### config.mk
export PLATFORM = sky130hd
export DESIGN_NAME = pending_encoder_flat
export DESIGN_NICKNAME = d
export VERILOG_FILES = /design/src/rtl/pending_encoder_pkg.sv /design/src/rtl/pending_encoder_if.sv /design/src/rtl/pending_encoder_prio_search.sv /design/src/rtl/pending_encoder.sv /design/src/flat_wrapper.sv
export SDC_FILE = /design/constraint.sdc
export NUM_CORES = 1
export LEC_CHECK = 0
export BUFFER_PORTS_ARGS = -buffer_cell sky130_fd_sc_hd__buf_2
export CORE_MARGIN = 2
export CORE_UTILIZATION = 25
export CTS_CLUSTER_DIAMETER = 30
export DETAILED_ROUTE_END_ITERATION = 8
export PLACE_DENSITY = 0.57
export SETUP_SLACK_MARGIN = 0.5
export SKIP_CTS_REPAIR_TIMING = 1
export SLEW_MARGIN = 10
export SYNTH_ARGS = -nofsm -noshare
export SYNTH_HDL_FRONTEND = slang
export SYNTH_SLANG_ARGS = --single-unit
### constraint.sdc
create_clock -name clk -period 1.4 [get_ports clk]
set_input_delay 0.42 -clock clk [delete_from_list [all_inputs] [get_ports clk]]
set_output_delay 0.42 -clock clk [all_outputs]
set_load 0.02 [all_outputs]
### src/rtl/pending_encoder_pkg.sv
// Shared types and helpers for the pending encoder: FSM state encoding and
// a width helper that never returns zero.
package pending_encoder_pkg;

  typedef enum logic {
    IDLE    = 1'b0,
    PRESENT = 1'b1
  } state_e;

  function automatic int clog2_min1(input int n);
    return (n < 2) ? 1 : $clog2(n);
  endfunction

endpackage

### src/rtl/pending_encoder_if.sv
// Output handshake and status bundle of the pending encoder.
interface pending_encoder_if #(
  parameter int N = 8
);
  import pending_encoder_pkg::*;
  localparam int W = clog2_min1(N);

  logic         out_valid;
  logic         out_ready;
  logic [W-1:0] out_idx;
  logic [N-1:0] pending;
  logic         overflow;

  modport master (
    output out_valid, out_idx, pending, overflow,
    input  out_ready
  );

  modport slave (
    input  out_valid, out_idx, pending, overflow,
    output out_ready
  );
endinterface

### src/rtl/pending_encoder_prio_search.sv
// Combinational find-first-set over N bits, searching upward from start and
// wrapping from N-1 to 0. start must be < N.
module prio_search
  import pending_encoder_pkg::*;
#(
  parameter int N = 8
) (
  input  logic [N-1:0]               vec,
  input  logic [clog2_min1(N)-1:0]   start,
  output logic                       found,
  output logic [clog2_min1(N)-1:0]   idx
);
  localparam int W = clog2_min1(N);

  logic [2*N-1:0] dbl;
  logic [N-1:0]   rot;
  int             off;
  int             sum;

  // Rotate so that bit 0 of rot is vec[start]; lowest set bit of rot wins.
  always_comb begin
    dbl   = {vec, vec} >> start;
    rot   = dbl[N-1:0];
    found = 1'b0;
    off   = 0;
    for (int k = N - 1; k >= 0; k--) begin
      if (rot[k]) begin
        found = 1'b1;
        off   = k;
      end
    end
    sum = int'(start) + off;
    if (sum >= N) sum = sum - N;
    idx = W'(sum);
  end

endmodule

### src/rtl/pending_encoder.sv
// Sticky request latch with one-at-a-time valid/ready index output.
// Define RR_PRIORITY_EN for round-robin search; default is lowest-index-first.
module pending_encoder
  import pending_encoder_pkg::*;
#(
  parameter int N = 8
) (
  input  logic          clk,
  input  logic          rst,
  input  logic          en,
  input  logic [N-1:0]  req,
  input  logic          clr_all,
  pending_encoder_if.master o
);
  localparam int W = clog2_min1(N);

  logic [N-1:0] pending_q, pending_d;
  logic [N-1:0] pop_mask;
  logic         overflow_q, overflow_d;
  state_e       state_q;
  logic         out_valid_q;
  logic [W-1:0] out_idx_q;
  logic         pop;
  logic         found;
  logic [W-1:0] start;
  logic [W-1:0] srch_idx;

  assign pop = out_valid_q & o.out_ready;

  // A same-cycle request on the popped bit re-sets it, so it is never lost.
  always_comb begin
    pop_mask   = pop ? (N'(1) << out_idx_q) : '0;
    pending_d  = (pending_q & ~pop_mask) | (en ? req : '0);
    overflow_d = en & (|(req & pending_q & ~pop_mask));
    if (clr_all) begin
      pending_d  = '0;
      overflow_d = 1'b0;
    end
  end

`ifdef RR_PRIORITY_EN
  logic [W-1:0] rr_ptr_q, rr_ptr_d;

  always_comb begin
    rr_ptr_d = rr_ptr_q;
    if (pop && !clr_all)
      rr_ptr_d = (int'(out_idx_q) == N - 1) ? '0 : out_idx_q + 1'b1;
  end

  always_ff @(posedge clk) begin
    if (rst) rr_ptr_q <= '0;
    else     rr_ptr_q <= rr_ptr_d;
  end

  assign start = rr_ptr_q;
`else
  assign start = '0;
`endif

  prio_search #(.N(N)) u_search (
    .vec   (pending_q),
    .start (start),
    .found (found),
    .idx   (srch_idx)
  );

  always_ff @(posedge clk) begin
    if (rst) begin
      pending_q  <= '0;
      overflow_q <= 1'b0;
    end else begin
      pending_q  <= pending_d;
      overflow_q <= overflow_d;
    end
  end

  // The presented index is frozen in PRESENT; newer arrivals wait for IDLE.
  always_ff @(posedge clk) begin
    if (rst) begin
      state_q     <= IDLE;
      out_valid_q <= 1'b0;
      out_idx_q   <= '0;
    end else if (clr_all) begin
      state_q     <= IDLE;
      out_valid_q <= 1'b0;
    end else begin
      case (state_q)
        IDLE: begin
          if (found) begin
            out_idx_q   <= srch_idx;
            out_valid_q <= 1'b1;
            state_q     <= PRESENT;
          end
        end
        PRESENT: begin
          if (pop) begin
            out_valid_q <= 1'b0;
            state_q     <= IDLE;
          end
        end
        default: state_q <= IDLE;
      endcase
    end
  end

  assign o.out_valid = out_valid_q;
  assign o.out_idx   = out_idx_q;
  assign o.pending   = pending_q;
  assign o.overflow  = overflow_q;

endmodule
### src/flat_wrapper.sv
// flat-port wrapper written by rule: the top's interface ports become plain ports
module pending_encoder_flat import pending_encoder_pkg::*;
#(
  parameter int N = 8
)
  (clk, rst, en, req, clr_all, o_out_valid, o_out_idx, o_pending, o_overflow, o_out_ready);
  pending_encoder_if #(.N(N)) o_i ();
  input  logic clk;
  input  logic rst;
  input  logic en;
  input  logic [N-1:0] req;
  input  logic clr_all;
  output wire logic [$bits(o_i.out_valid)-1:0] o_out_valid;
  output wire logic [$bits(o_i.out_idx)-1:0] o_out_idx;
  output wire logic [$bits(o_i.pending)-1:0] o_pending;
  output wire logic [$bits(o_i.overflow)-1:0] o_overflow;
  input wire logic [$bits(o_i.out_ready)-1:0] o_out_ready;
  assign o_out_valid = o_i.out_valid;
  assign o_out_idx = o_i.out_idx;
  assign o_pending = o_i.pending;
  assign o_overflow = o_i.overflow;
  assign o_i.out_ready = o_out_ready;
  pending_encoder #(.N(N)) u_core (.clk(clk), .rst(rst), .en(en), .req(req), .clr_all(clr_all), .o(o_i));
endmodule
==> results.md, run 1 <==
- Setup crit end kind: flop
- Final cell count without fillers: approximately 160
- CP max FO: 5
- Yosys top cell area share: between 40% and 50%
- Largest net degree at the start of global routing: 12
- Share of flip-flops with an asynchronous set or reset: 0%
- Count of cell types in the netlist: 24
- Detailed Routing Iterations Pass 1: 4
- Crit path required time: around 1.6 ns
- Drt total wl: ~2.2 mm
- Syn Inst Count: 85
- Area of the die: 3140 µm²
- Vias post-DR: around 780
- P_leak: 0.481 nW
- Max Slew Vio Count: 0
- Grt ovf: 0
- Top cells by area, synth: dfxtp_1 (41%), nor2_1 (8.9%), a22oi_1 (7.8%)
- Num CTS Buffers: 3
- P_int: between 600 and 700 µW
- Critical path class: flop to flop
- Setup violators final: 0
- Row cnt: 18
- Final hold vios: 0
- Switch Pwr: 291 µW
- Buffers on Ports: 25
- Final worst-path setup slack: roughly 0.10 ns
- CP arrival: between 1 and 1.5 ns
- DR DRC count: 0
- Number of global-route vias before repair: about 720
- Clk sinks: 14
- Power Density: about 770 nW/µm²
- Slew HR: just over 80%
- Core ar.: around 2500 µm²
- Clock Path Buffers: 2
- Detailed placement HPWL: ~1.5 mm
- Mapped Nets: 98
- Post-Place Cells: between 100 and 150
- Commonest register cell after synthesis: dfxtp_1
- Tcrit/Tclk final: between 90 and 100%
- Critical Path Start Type: flop
- CTS tree: built
- Sw Share: 31.5%
- Minimum clock period: 1.30 ns
- R2R Setup Slk: roughly 0.10 ns
- Number of synthesized flops with an enable pin: 0
- ANT nets after route: 0
- Top Ports: 26
- Seq pwr share: between 40% and 50%
- WHS Path Cells: 2
- Antenna Diode Count: 0
- Die width: approximately 56 µm
- Most numerous cell in the Yosys netlist: nor2_1
- # fillers: 252
- Via density: a little under 5
- Largest family of logic cells by synthesized area: simple AND/OR/NAND/NOR gates
- VDD IR-drop max: roughly 0.42 mV
- Dominant cell type by area after synthesis: dfxtp_1
- Clk_skew: approximately 0.0065 ns
- Comb power frac: roughly a quarter
- Worst slew pin tran: between 0.2 and 0.3 ns
- Mux cell area share after synthesis: 0%
- Clock group share of total power: approximately a quarter
- Synthesized-area fraction occupied by adder cells: 0%
- Fin util: between 40 and 50%
- Gr usage total: between 10% and 20%
- Placer's final routability congestion estimate: ~0.8
- Initial core utilization: a little over a quarter
- RSZ-0062 raised after global routing: true
- Synth Area in Simple Gates: roughly 33%
- Yosys warning total: 0
- Maxcap violations: 0
- Die height: about 56 µm
- Wire per inst: 14.1 µm
- First-pass GRT wire length: around 3.2 mm
- Initial antenna violation count: 0
- Post-Synth XOR/XNOR Area: 0%
- CTS Root Cell: clkbuf_4
- DRT iter0 DRCs: 10
- Hold Path Class: input port to flop
- Setup WS pre-CTS: -0.00532 ns
- Nets: 140
- Status: completed
- Clk_lat worst skew: between 0.2 and 0.3 ns
- Leading post-synthesis cells by instance count: nor2_1 (16), dfxtp_1 (14), nand2_1 (9)
- Sequential cell area fraction in the yosys report: between 40 and 50%
- Compound-Gate Fraction of Synth Area: a little under a quarter
- Mapped cell area: about 680 µm²
- H-tree depth: 1
- Reg2reg path depth: 5
- Max Clk Rate: a little under 0.8 GHz
- Clk slew on worst S/H paths: ~0.09 ns
- Syn Area/Cell: between 7 and 8 µm²
- Area Overhead vs Synth: 77.8%
- Flops & latches, synth: 14
- Layout cell share with drive strength beyond 1: 66.7%
cells by family after synthesis:
kind of cell / Yosys count
simple gates: 44
flops: 14
compound gates: 22
buf+inv: 5
critical path, stage by stage, from the launching register on:
cell and delay (ns):
dfxtp_4 0.38, nor4_4 0.30, and3_4 0.25, or3_4 0.14
nand3b_1 0.08, o41ai_2 0.05
power groups by stage:
stage	registers [mW]	clock network, mW	logic, mW
3_5_place_dp	0.447	0	0.169
5_1_grt	0.444	0.277	0.262
2_1_floorplan	0.463	0	0.0946
6_report	0.440	0.242	0.241
3_3_place_gp	0.447	0	0.165
4_1_cts	0.438	0.253	0.171
per-stage QoR:
stage	power, mW	hold slack [ns]	cell area (µm²)	setup TNS [ns]
2_1_floorplan	0.558	0.482	753	0
3_3_place_gp	0.613	0.496	906	0
3_5_place_dp	0.616	0.491	906	-0.00532
4_1_cts	0.862	0.333	932	0
5_1_grt	0.983	0.335	1200	0
6_report	0.923	0.340	1200	0
layout by cell type, fill, tap and decap left out, types with 2 or more instances in the layout:
master	n
and3_1	2
a22oi_2	6
buf_4	14
nand2_2	5
nor3_1	3
nand2_1	3
buf_6	11
clkbuf_4	3
buf_2	14
dfxtp_4	12
and3_4	2
inv_1	3
a21oi_2	2
nor2_1	15
a21oi_1	6
a31oi_1	2
nand3_1	2
worst paths after layout:
path / start / to
worst max-delay path: u_core.o.pending[0] / u_core.o.out_idx[0]
worst min-delay path: rst / u_core.o.out_idx[1]
worst max register to register: u_core.o.pending[0] / u_core.o.out_idx[0]
worst min register to register: u_core.o.pending[0] / u_core.o.out_idx[0]
flip-flops by register name, indices dropped and copies added (netlist names):
register and count:
u_core.o.pending 8, u_core.state_q 1, u_core.o.overflow 1, u_core.o.out_valid 1, u_core.o.out_idx 3
routing by layer:
metal  track usage (%)  vias to the layer above  wire [µm]
met4              4.08                        0         53
met2              22.4                       19       1080
met3              4.19                        4         93
li1                  -                      394          -
met5                 0                        -          0
met1              15.6                      359        973
area by class of cell:
cell class                 count  area (µm²)  area share [%]
multi-input combinational     66         503            41.8
clock buffer                   3        22.5            1.87
inverter                       3        11.3           0.936
sequential                    14         327            27.1
tap                           30        37.5            3.12
clock inverter                 1        3.75           0.312
timing repair buffer          39         299            24.8
Power figures use the tool's default switching activity.
==> inputs of run 2 (changes only) <==
--- a/config.mk
+++ b/config.mk
@@ -7,10 +7,10 @@
 export LEC_CHECK = 0
 export BUFFER_PORTS_ARGS = -buffer_cell sky130_fd_sc_hd__buf_2
 export CORE_MARGIN = 2
-export CORE_UTILIZATION = 25
+export CORE_UTILIZATION = 30
 export CTS_CLUSTER_DIAMETER = 30
 export DETAILED_ROUTE_END_ITERATION = 8
-export PLACE_DENSITY = 0.57
+export PLACE_DENSITY = 0.64
 export SETUP_SLACK_MARGIN = 0.5
 export SKIP_CTS_REPAIR_TIMING = 1
 export SLEW_MARGIN = 10
==> results.md, run 2 (synthesized netlist as in run 1, its figures left out) <==
- P_leak: between 0.4 and 0.5 nW
- Initial core utilization: about 31%
- Status: completed
- Max Slew Vio Count: 0
- RSZ-0062 raised after global routing: true
- DR DRC count: 0
- Placer's final routability congestion estimate: 0.824
- Top Ports: 26
- Critical path class: flop to flop
- Cell area after layout: ~1100 µm²
- Crit path required time: 1.55 ns
- CP max FO: 4
- Core ar.: roughly 2200 µm²
- Detailed Routing Iterations Pass 1: 4
- Setup violators final: 0
- Worst slew pin tran: 0.287 ns
- H-tree depth: 1
- Detailed placement HPWL: 1.45 mm
- Antenna Diode Count: 0
- WHS: roughly 0.36 ns
- Max Clk Rate: around 0.77 GHz
- Clock Path Buffers: 2
- Die width: 51.5 µm
- Via density: between 5 and 6
- CTS tree: built
- Gr usage total: approximately 15%
- Largest net degree at the start of global routing: 12
- R2R Path End: u_core.o.overflow
- Slew HR: 80.7%
- Clk_skew: roughly 0.014 ns
- DRT iter0 DRCs: 19
- Critical Path Start Type: flop
- Vias post-DR: ~760
- Nets: 130
- Num CTS Buffers: 3
- Commonest non-fill, non-tap cells in the layout: nor2_1 (14), buf_2 (14), dfxtp_4 (12)
- R2R Setup Slk: around 0.11 ns
- Layout cell share with drive strength beyond 1: a little over half
- Initial antenna violation count: 0
- Number of global-route vias before repair: 660
- Grt ovf: 0
- CTS Root Cell: clkbuf_4
- ANT nets after route: 0
- Hold_sp: rst
- VDD IR-drop max: between 0.3 and 0.4 mV
- Minimum clock period: ~1.3 ns
- R2R Path Start: u_core.o.out_idx[0]
- Die height: a little over 50 µm
- Reg2reg path depth: 5
- Row cnt: 17
- Final hold vios: 0
- Drt total wl: approximately 2 mm
- Area Overhead vs Synth: 57.5%
- Hold Path Class: input port to flop
- Buffers on Ports: 25
- Setup TNS: 0 ns
- Clk slew on worst S/H paths: around 0.090 ns
- Wire per inst: about 14 µm
- Worst Hold Path EP: u_core.o.out_idx[2]
- Clk_lat worst skew: roughly 0.28 ns
- Tcrit/Tclk final: 92.5%
- Area of the die: roughly 2700 µm²
- Setup crit end kind: flop
- Fin util: between 40% and 50%
- Max FFs per register: 8
- Clk sinks: 14
- Placement Cell Area: ~900 µm²
- WHS Path Cells: 2
- Power Density: approximately 840 nW/µm²
- CP arrival: approximately 1.5 ns
- Maxcap violations: 0
- First-pass GRT wire length: between 2 and 3 mm
run 2: changes by cell type in the layout (fill, tap and decap cells not counted), sizes merged:
cell / previous run / this run
buf: 39 / 29
clkinv: 1 / 0
clkbuf: 3 / 4
run 2: worst max-delay path by stage:
stage | start | endpoint | depth (start not counted)
2_1_floorplan | u_core.o.pending[1] | u_core.o.out_idx[0] | 5
3_3_place_gp | o_out_ready | u_core.o.overflow | 6
3_5_place_dp | o_out_ready | u_core.o.overflow | 6
4_1_cts | u_core.o.pending[1] | u_core.o.out_idx[1] | 5
5_1_grt | u_core.o.out_valid | u_core.o.overflow | 5
6_report | u_core.o.out_idx[0] | u_core.o.overflow | 5
run 2: layout make-up:
| class | count | area (µm²) |
|---|---|---|
| Fill cell | 227 | 1100 |
| Multi-Input combinational cell | 66 | 444 |
| Tap cell | 28 | 35.0 |
| Clock buffer | 4 | 26.3 |
| Sequential cell | 14 | 325 |
| Timing Repair Buffer | 29 | 224 |
| Inverter | 3 | 11.3 |
run 2: critical path, cell delays in order, from the launching register on:
cell and delay [ns]:
dfxtp_4 0.36, and3b_2 0.28, nand3_1 0.11, a31oi_1 0.18
and3_1 0.17, a311oi_1 0.08
run 2: metrics by stage:
stage | cells | total power, mW | setup WS [ns]
after floorplan | 85 | 0.558 | 0.171
after global placement | 136 | 0.612 | 0.0236
after detailed placement | 136 | 0.616 | -0.00244
after CTS | 140 | 0.855 | 0.0756
after global routing | 144 | 0.950 | 0.0391
final | 144 | 0.894 | 0.106
run 2: routing by layer:
metal	part of all wire [%]	track usage [%]	up-vias
met4	1.1	8.33	0
met5	0	0	-
met3	6.0	3.74	4
met2	51	25.6	24
met1	42	17.7	365
li1	-	-	371
run 2: report_power, final:
group	switching, mW	internal (mW)
registers	0.0352	0.406
logic	0.104	0.106
clock network	0.132	0.111
total	0.271	0.623
